<file path="src/rtl/uart_ram_loader.sv">
// UART firmware-image loader: packs bytes little-endian into 32-bit RAM words and holds the CPU in reset until the image has landed.
// Optional macro LOADER_CHECKSUM_EN adds a SEND state that transmits the mod-256 byte sum before the CPU is released.
module uart_ram_loader #(
  parameter int unsigned RAM_SIZE = 16'h4000,
  parameter int unsigned ADDR_W   = $clog2(RAM_SIZE / 4)
) (
  input  logic              clk,
  input  logic              rstb,
  input  logic              sw_uart_upgrade_b,
  input  logic              rx_valid,
  input  logic [7:0]        rx_data,
  input  logic              tx_busy,
  output logic              tx_valid,
  output logic [7:0]        tx_data,
  output logic              ram_we,
  output logic [ADDR_W-1:0] ram_addr,
  output logic [31:0]       ram_wdata,
  output logic              cpu_rstb,
  output logic              done
);
  localparam int unsigned CNT_W = $clog2(RAM_SIZE) + 1;
  localparam logic [CNT_W-1:0] LAST_BYTE = CNT_W'(RAM_SIZE - 1);

  // rx_valid is a one-cycle pulse with no back-pressure; tx_valid is a one-cycle
  // request issued only while tx_busy is low, so a single pulse hands off one byte.
  typedef enum logic [1:0] {
    IDLE = 2'd0,
    LOAD = 2'd1,
    SEND = 2'd2,
    DONE = 2'd3
  } state_t;

  state_t           state;
  logic [CNT_W-1:0] byte_cnt;
  logic [7:0]       sum;
  logic [23:0]      word_buf;
  logic             upgrade;

  assign upgrade = !sw_uart_upgrade_b;

`ifndef LOADER_CHECKSUM_EN
  logic unused_tx_busy;
  assign unused_tx_busy = tx_busy;
  assign tx_valid       = 1'b0;
  assign tx_data        = 8'h00;
`endif

  always_ff @(posedge clk or negedge rstb) begin
    if (!rstb) begin
      state     <= IDLE;
      byte_cnt  <= '0;
      sum       <= '0;
      word_buf  <= '0;
      ram_we    <= 1'b0;
      ram_addr  <= '0;
      ram_wdata <= '0;
      cpu_rstb  <= 1'b0;
      done      <= 1'b0;
`ifdef LOADER_CHECKSUM_EN
      tx_valid  <= 1'b0;
      tx_data   <= '0;
`endif
    end else begin
      ram_we   <= 1'b0;
`ifdef LOADER_CHECKSUM_EN
      tx_valid <= 1'b0;
`endif
      cpu_rstb <= (state == IDLE && !upgrade) || state == DONE;
      case (state)
        IDLE: begin
          if (upgrade) begin
            state    <= LOAD;
            byte_cnt <= '0;
            sum      <= '0;
          end
        end
        LOAD: begin
          // Abort wins over a coincident byte, which is dropped with the partial word.
          if (!upgrade) begin
            state <= IDLE;
          end else if (rx_valid) begin
            byte_cnt <= byte_cnt + CNT_W'(1);
            sum      <= sum + rx_data;
            case (byte_cnt[1:0])
              2'd0: word_buf[7:0]   <= rx_data;
              2'd1: word_buf[15:8]  <= rx_data;
              2'd2: word_buf[23:16] <= rx_data;
              default: begin
                ram_we    <= 1'b1;
                ram_addr  <= byte_cnt[ADDR_W+1:2];
                ram_wdata <= {rx_data, word_buf};
                if (byte_cnt == LAST_BYTE) begin
`ifdef LOADER_CHECKSUM_EN
                  state <= SEND;
`else
                  state <= DONE;
                  done  <= 1'b1;
`endif
                end
              end
            endcase
          end
        end
        SEND: begin
`ifdef LOADER_CHECKSUM_EN
          if (!upgrade) begin
            state <= IDLE;
          end else if (!tx_busy) begin
            tx_valid <= 1'b1;
            tx_data  <= sum;
            state    <= DONE;
            done     <= 1'b1;
          end
`else
          state <= IDLE;
`endif
        end
        DONE: begin
          if (!upgrade) begin
            state <= IDLE;
            done  <= 1'b0;
          end
        end
        default: state <= IDLE;
      endcase
    end
  end
endmodule
</file>
<file path="config.mk">
export PLATFORM = sky130hd
export DESIGN_NAME = uart_ram_loader
export DESIGN_NICKNAME = d
export VERILOG_FILES = /design/src/rtl/uart_ram_loader.sv
export SDC_FILE = /design/constraint.sdc
export NUM_CORES = 1
export LEC_CHECK = 0
export BUFFER_PORTS_ARGS = -buffer_cell sky130_fd_sc_hd__buf_2
export CAP_MARGIN = 10
export CORE_MARGIN = 2
export CORE_UTILIZATION = 45
export CTS_CLUSTER_DIAMETER = 150
export DETAILED_ROUTE_END_ITERATION = 16
export PLACE_DENSITY = 0.74
export RECOVER_POWER = 50
export REMOVE_ABC_BUFFERS = 1
export SETUP_SLACK_MARGIN = 0.3
export SYNTH_ARGS = -nofsm -noshare
export SYNTH_HDL_FRONTEND = slang
export SYNTH_SLANG_ARGS = --single-unit
</file>
<file path="constraint.sdc">
create_clock -name clk -period 5 [get_ports clk]
set_clock_uncertainty 0.15 [all_clocks]
set_input_delay 0.75 -clock clk [delete_from_list [all_inputs] [get_ports clk]]
set_output_delay 0.75 -clock clk [all_outputs]
set_load 0.005 [all_outputs]
</file>
==> impl_metrics.env, run 1 <==
export IMPL_status="finished with violations"
export IMPL_violations="max-capacitance violations, max-slew violations"
export IMPL_drt_wirelength_per_cell_um=14.9
export IMPL_core_region_area_um2=7810
export IMPL_die_area_um2=8880
export IMPL_maxSlewHeadroom_pct=-42.8
export IMPL_cts_buffers=9
export IMPL_synth_compound_area_share_pct=3.14
export IMPL_ir_drop_mv=0.168
export IMPL_drtIter0Drc=75
export IMPL_setup_worst_path_class="primary input to async pin"
export IMPL_endpoint="word_buf[16]"
export IMPL_synth_xor_area_share_pct=1.67
export IMPL_syn_inst=269
export IMPL_required_ps=4880
export IMPL_cts_tree="done"
export IMPL_yosys_warnings=0
export IMPL_fin_crit_sh_pct=48.6
export IMPL_critPathBufInv=1
export IMPL_tns_ps=0
export IMPL_avgSynthCellArea_um2=13.6
export IMPL_worstMarginPinSlew_ps=2140
export IMPL_p_leak_nw=2.14
export IMPL_port_buffers=58
export IMPL_ff2ff_setup_slack_ps=2700
export IMPL_placed_area_um2=4000
export IMPL_slew_violations=89
export IMPL_clock_fmax_mhz=412
export IMPL_synth_cell_type_count=35
export IMPL_worstSetupStartpoint="rstb"
export IMPL_hold_viol=0
export IMPL_num_antenna_cells=0
export IMPL_synth_main_ff_cell="dfrtp_1"
export IMPL_grt_max_degree=89
export IMPL_routed_wl_um=6470
export IMPL_areaGrowthSynthToFinish_pct=14.5
export IMPL_multi_input_area_um2=1350
export IMPL_nNetsFinal=346
export IMPL_antenna_found_initial=0
export IMPL_grt_pass1_vias=2100
export IMPL_synthDominantCellAreaShare_pct=60.1
export IMPL_synthTopCellsByCount="88 x dfrtp_1, 67 x mux2_2, 16 x nand2_1, 13 x nor2_1, 9 x buf_4"
export IMPL_ioPinCount=69
export IMPL_gp_routability_congestion=0.735
export IMPL_crit_slowest_cell="clkbuf_2"
export IMPL_r2r_start="state[1]"
export IMPL_ctsRootBufferMaster="clkbuf_8"
export IMPL_regArea_um2=2200
export IMPL_routed_via_density=5.02
export IMPL_yosys_area_share_adder_pct=1.71
export IMPL_drt_first_pass_iters=4
export IMPL_synthSimpleGateAreaFrac_pct=8.40
export IMPL_syn_cell_area_um2=3660
export IMPL_ant_nets=0
export IMPL_grt_use_total_pct=15.7
export IMPL_drc=0
export IMPL_synth_area_leader_cell="dfrtp_1"
export IMPL_die_h_um=94.2
export IMPL_maxCapViolations=1
export IMPL_die_x_um=94.2
export IMPL_path_depth=1
export IMPL_fp_row_count=32
export IMPL_final_area_um2=4200
export IMPL_synth_mux_area_share_pct=20.9
export IMPL_worst_hold_path_type="flip-flop to flip-flop"
export IMPL_overflow=0
export IMPL_grt_pass1_wl_um=10700
export IMPL_crit_chain="clkbuf_2"
export IMPL_clock_path_buffers=2
export IMPL_critical_path_arrival_ps=2310
export IMPL_ctsResizeCount=0
export IMPL_cts_hold_buffers=0
export IMPL_synth_most_common_cell="dfrtp_1"
export IMPL_initial_core_util_pct=46.9
export IMPL_num_vias=2183
export IMPL_path_clk_slew_ps=100
export IMPL_crit_fanout=88
export IMPL_synthTopCellsByArea="dfrtp_1 60%, mux2_2 21%, buf_4 1.8%, ha_1 1.7%, xnor2_1 1.7%"
export IMPL_ys_ff_latch=88
export IMPL_ys_seq_area_share_pct=60.1
export IMPL_synth_edf_count=0
export IMPL_p_per_area_nw_per_um2=395
export IMPL_cts_setup_buffers=0
export IMPL_n_fill_cell=686
export IMPL_grt_setup_unrepaired="false"
export IMPL_synthArstFlopShare_pct=100
export IMPL_clock_sinks=88
export IMPL_end_kind="async pin"
export IMPL_worst_skew_pair_late_latency_ps=350
export IMPL_post_route_min_period_ps=2430
export IMPL_rr_endpoint="byte_cnt[9]"
export IMPL_synth_top_family_by_area="multiplexers"
export IMPL_r2r_cells=4
export IMPL_slowest_delay_ps=1490
export IMPL_htreeDepth=3
export IMPL_cp_start_kind="primary input"
export IMPL_setup_viol=0
export IMPL_crit_family="buffers and inverters"
export IMPL_hold_slack_ps=353
export IMPL_drive_above_1_share_pct=42.6
export IMPL_hpwl_um=4240
==> flip-flops by register name (all words and copies together), names as in the netlist <==
register,count
cpu_rstb,1
ram_we,1
done,1
state,2
ram_wdata,32
word_buf,24
byte_cnt,15
ram_addr,12
==> layer usage <==
| metal | up-vias | global-route usage, % | routed length (um) |
|---|---|---|---|
| li1 | 1047 | - | - |
| met1 | 1082 | 22.9 | 3020 |
| met2 | 45 | 23.8 | 3130 |
| met3 | 9 | 2.17 | 200 |
| met4 | 0 | 6.52 | 119 |
| met5 | - | 0 | 0 |
==> stage by stage <==
step | power, mW | setup slack (ps) | std cells | util [%]
final | 1.66 | 2570 | 435 | 53.8
after global placement | 1.15 | 2300 | 419 | 51.2
after global routing | 1.75 | 2110 | 435 | 53.8
after CTS | 1.68 | 2630 | 435 | 53.9
after floorplan | 1.05 | 2310 | 258 | -
after detailed placement | 1.17 | 2270 | 419 | 51.2
==> where the power goes <==
group          switching (mW)  internal, mW  total [mW]
Clock                   0.262         0.253       0.514
Combinational          0.0951         0.140       0.235
Sequential             0.0658         0.843       0.909
==> kinds of logic after synthesis <==
group                    after synthesis
AND/OR/NAND/NOR                       57
AO/OA/AOI/OAI                         19
multiplexers                          68
XOR/XNOR                               7
other                                  1
buffers and inverters                 24
flip-flops                            88
adder cells (fa/ha/maj)                5
==> layout by cell type, fill, tap and decap left out, drive strengths merged <==
cell	instances
dfrtp	88
mux2	68
buf	50
clkbuf	19
nand2	17
nor2	13
conb	9
xnor2	7
inv	7
o21ai	6
nand3	6
a21oi	6
ha	5
nor4	5
nor3	3
or3	3
a31o	3
clkinv	3
o22ai	2
nand4	2
nand2b	1
nor4bb	1
or2	1
nor2b	1
nor3b	1
and4	1
and3	1
or4	1
a31oi	1
a41o	1
bufinv	1
==> area by class of cell <==
class | count | area share, %
clock buffer | 10 | 3.28
clock inverter | 6 | 1.82
multi-input combinational | 165 | 32.1
tap | 102 | 3.04
timing repair buffer | 59 | 6.86
inverter | 5 | 0.447
sequential | 88 | 52.5
==> worst min-delay path by stage <==
stage                              from       endpoint  slack (ps)  depth (start not counted)
after global placement      ram_addr[2]    ram_addr[2]         310                          2
after floorplan                    rstb    byte_cnt[0]         300                          0
after CTS                   word_buf[3]   ram_wdata[3]         360                          1
after detailed placement   ram_wdata[4]   ram_wdata[4]         330                          1
after global routing      ram_wdata[27]  ram_wdata[27]         360                          1
final                      ram_wdata[4]   ram_wdata[4]         350                          1
Note: power is estimated with default switching activity, not from simulation.
==> inputs of run 2 (changes only) <==
clock period = 2.3 ns   (was 5 ns; I/O delays follow)
==> run 2 against run 1 <==
- sequential power increased by 120%
- register-to-register slack got worse by 2400 ps
- the flow now finishes without violations
- largest cell class unchanged
- clock-buffer cell count increased by 2
- first-iteration DRC count shrank 13%
- via count rose by 3.7%
- critical path depth rose by 3
- die area is the same
- cell area rose by 2.5%
- wire length is 3.8% higher
- worst setup slack got worse by 2200 ps
- flip-flop and latch count did not move
==> impl_metrics.env, run 2 (same netlist as run 1, synthesis figures left out) <==
export IMPL_slowest_delay_ps=540
export IMPL_cts_buffers=9
export IMPL_maxCapViolations=0
export IMPL_drc=0
export IMPL_crit_fanout=9
export IMPL_fin_ws_ps=342
export IMPL_required_ps=2430
export IMPL_worst_hold_path_type="primary input to flip-flop"
export IMPL_pwr_share_seq_pct=54.7
export IMPL_critical_path_arrival_ps=2080
export IMPL_maxSlewHeadroom_pct=47.7
export IMPL_num_vias=2264
export IMPL_setup_worst_path_class="flip-flop to flip-flop"
export IMPL_overflow=0
export IMPL_worst_skew_pair_late_latency_ps=340
export IMPL_hold_viol=0
export IMPL_grt_pass1_vias=2339
export IMPL_reg_top3="ram_wdata (32), word_buf (24), byte_cnt (15)"
export IMPL_ctsRootBufferMaster="clkbuf_8"
export IMPL_die_area_um2=8880
export IMPL_ioPinCount=69
export IMPL_routed_via_density=5.08
export IMPL_antenna_found_initial=0
export IMPL_p_clk_share_pct=30.7
export IMPL_gp_routability_congestion=0.754
export IMPL_n_fill_cell=693
export IMPL_crit_chain="nor2b_4, or4_4, or3_4, a21oi_2"
export IMPL_p_per_area_nw_per_um2=842
export IMPL_final_cell_mix="86 x dfrtp_1, 67 x mux2_2, 50 x buf_2, 15 x nand2_1, 12 x nor2_1"
export IMPL_clock_fmax_mhz=511
export IMPL_slew_violations=0
export IMPL_die_h_um=94.2
export IMPL_worstMarginPinSlew_ps=785
export IMPL_netSwitchingPower_mw=0.865
export IMPL_grt_max_degree=32
export IMPL_areaGrowthSynthToFinish_pct=17.5
export IMPL_nNetsFinal=358
export IMPL_use_met1_pct=21.2
export IMPL_ir_drop_mv=0.413
export IMPL_cts_tree="done"
export IMPL_final_common_cell="dfrtp_1"
export IMPL_hpwl_um=4740
export IMPL_setup_viol=0
export IMPL_grt_use_total_pct=16.4
export IMPL_top_register="ram_wdata"
export IMPL_fin_util_pct=55.1
export IMPL_drtIter0Drc=65
export IMPL_p_int_mw=2.76
export IMPL_initial_core_util_pct=46.9
export IMPL_cp_start_kind="flip-flop"
export IMPL_largest_register_ffs=32
export IMPL_path_clk_slew_ps=90
export IMPL_port_buffers=58
export IMPL_p_sw_share_pct=23.9
export IMPL_num_antenna_cells=0
export IMPL_p_leak_nw=2.19
export IMPL_htreeDepth=3
export IMPL_p_comb_share_pct=14.5
export IMPL_clock_sinks=88
export IMPL_drive_above_1_share_pct=45.3
export IMPL_status="finished clean"
export IMPL_crit_family="simple AND/OR/NAND/NOR gates"
export IMPL_hold_slack_ps=96.3
export IMPL_routed_wl_um=6710
export IMPL_gr_usage_met3_pct=2.65
export IMPL_crit_slowest_cell="or4_4"
export IMPL_die_x_um=94.2
export IMPL_use_met2_pct=27.6
export IMPL_power_total_mw=3.62
export IMPL_post_route_min_period_ps=1960
export IMPL_grt_pass1_wl_um=11200
export IMPL_place_ws_ps=248
export IMPL_clock_path_buffers=2
export IMPL_fin_crit_sh_pct=85.1
export IMPL_end_kind="flip-flop"
export IMPL_critPathBufInv=0
export IMPL_ant_nets=0
export IMPL_core_region_area_um2=7810
export IMPL_busiest_layer="met2"
export IMPL_grt_setup_unrepaired="true"
export IMPL_drt_first_pass_iters=4
export IMPL_fp_row_count=32
export IMPL_drt_wirelength_per_cell_um=15.0
## run 2: cell types whose count changed in the layout (fill, tap and decap cells not counted), sizes merged
cell / delta
clkbuf: +3
clkinv: -3
dlygate4sd3: +1
bufinv: +1
buf: +10
clkinvlp: +1
inv: -2
## run 2: final timing paths
kind,from,to,slack [ps],cells past startpoint
max,state[0],byte_cnt[13],340,4
min,sw_uart_upgrade_b,state[0],100,2
max reg2reg,state[0],byte_cnt[13],340,4
min reg2reg,word_buf[4],ram_wdata[4],340,1
max in group asynchronous,rstb,byte_cnt[1],600,3
min in group asynchronous,rstb,word_buf[1],480,2
## run 2: metrics by stage
stage | TNS, ps | cells | area (um^2)
floorplan | -809 | 258 | 3570
global placement | 0 | 426 | 4060
detailed placement | 0 | 426 | 4060
CTS | 0 | 442 | 4270
global route | 0 | 446 | 4300
finish | 0 | 446 | 4300
## run 2: routing by layer
metal	wire length, um	share of wire [%]	vias to the layer above
met1	3010	45	1146
met2	3420	51	45
met4	91	1.4	0
li1	-	-	1063
met5	0	0	-
met3	193	2.9	10
## run 2: power by group through the flow
stage,clock network [mW],logic [mW],registers [mW]
5_1_grt,1.22,0.583,2.02
4_1_cts,1.14,0.543,1.98
3_5_place_dp,0,0.542,2.01
6_report,1.11,0.527,1.98
3_3_place_gp,0,0.513,1.99
2_1_floorplan,0,0.298,1.99
## run 2: worst reg2reg max path, delay by kind of cell, from the launching register on
kind / cells / cell delay (ps)
simple gates: 3 / 1120
compound gates: 1 / 140
flops: 1 / 480
## run 2: final cells by class
class	instances	area (um^2)	area share, %
sequential	88	2200	51.2
multi-input combinational	165	1360	31.6
timing repair buffer	71	389	9.04
clock buffer	12	135	3.14
tap	102	128	2.97
clock inverter	3	67.6	1.57
inverter	5	18.8	0.436
## run 2: timing repair
action,CTS,global route
pin swaps,0,3
hold endpoints to repair,28,0
buffers inserted,0,4
gates cloned,0,0
hold buffers,1,0
gates resized for setup,1,8
endpoints found under the setup margin,1,38
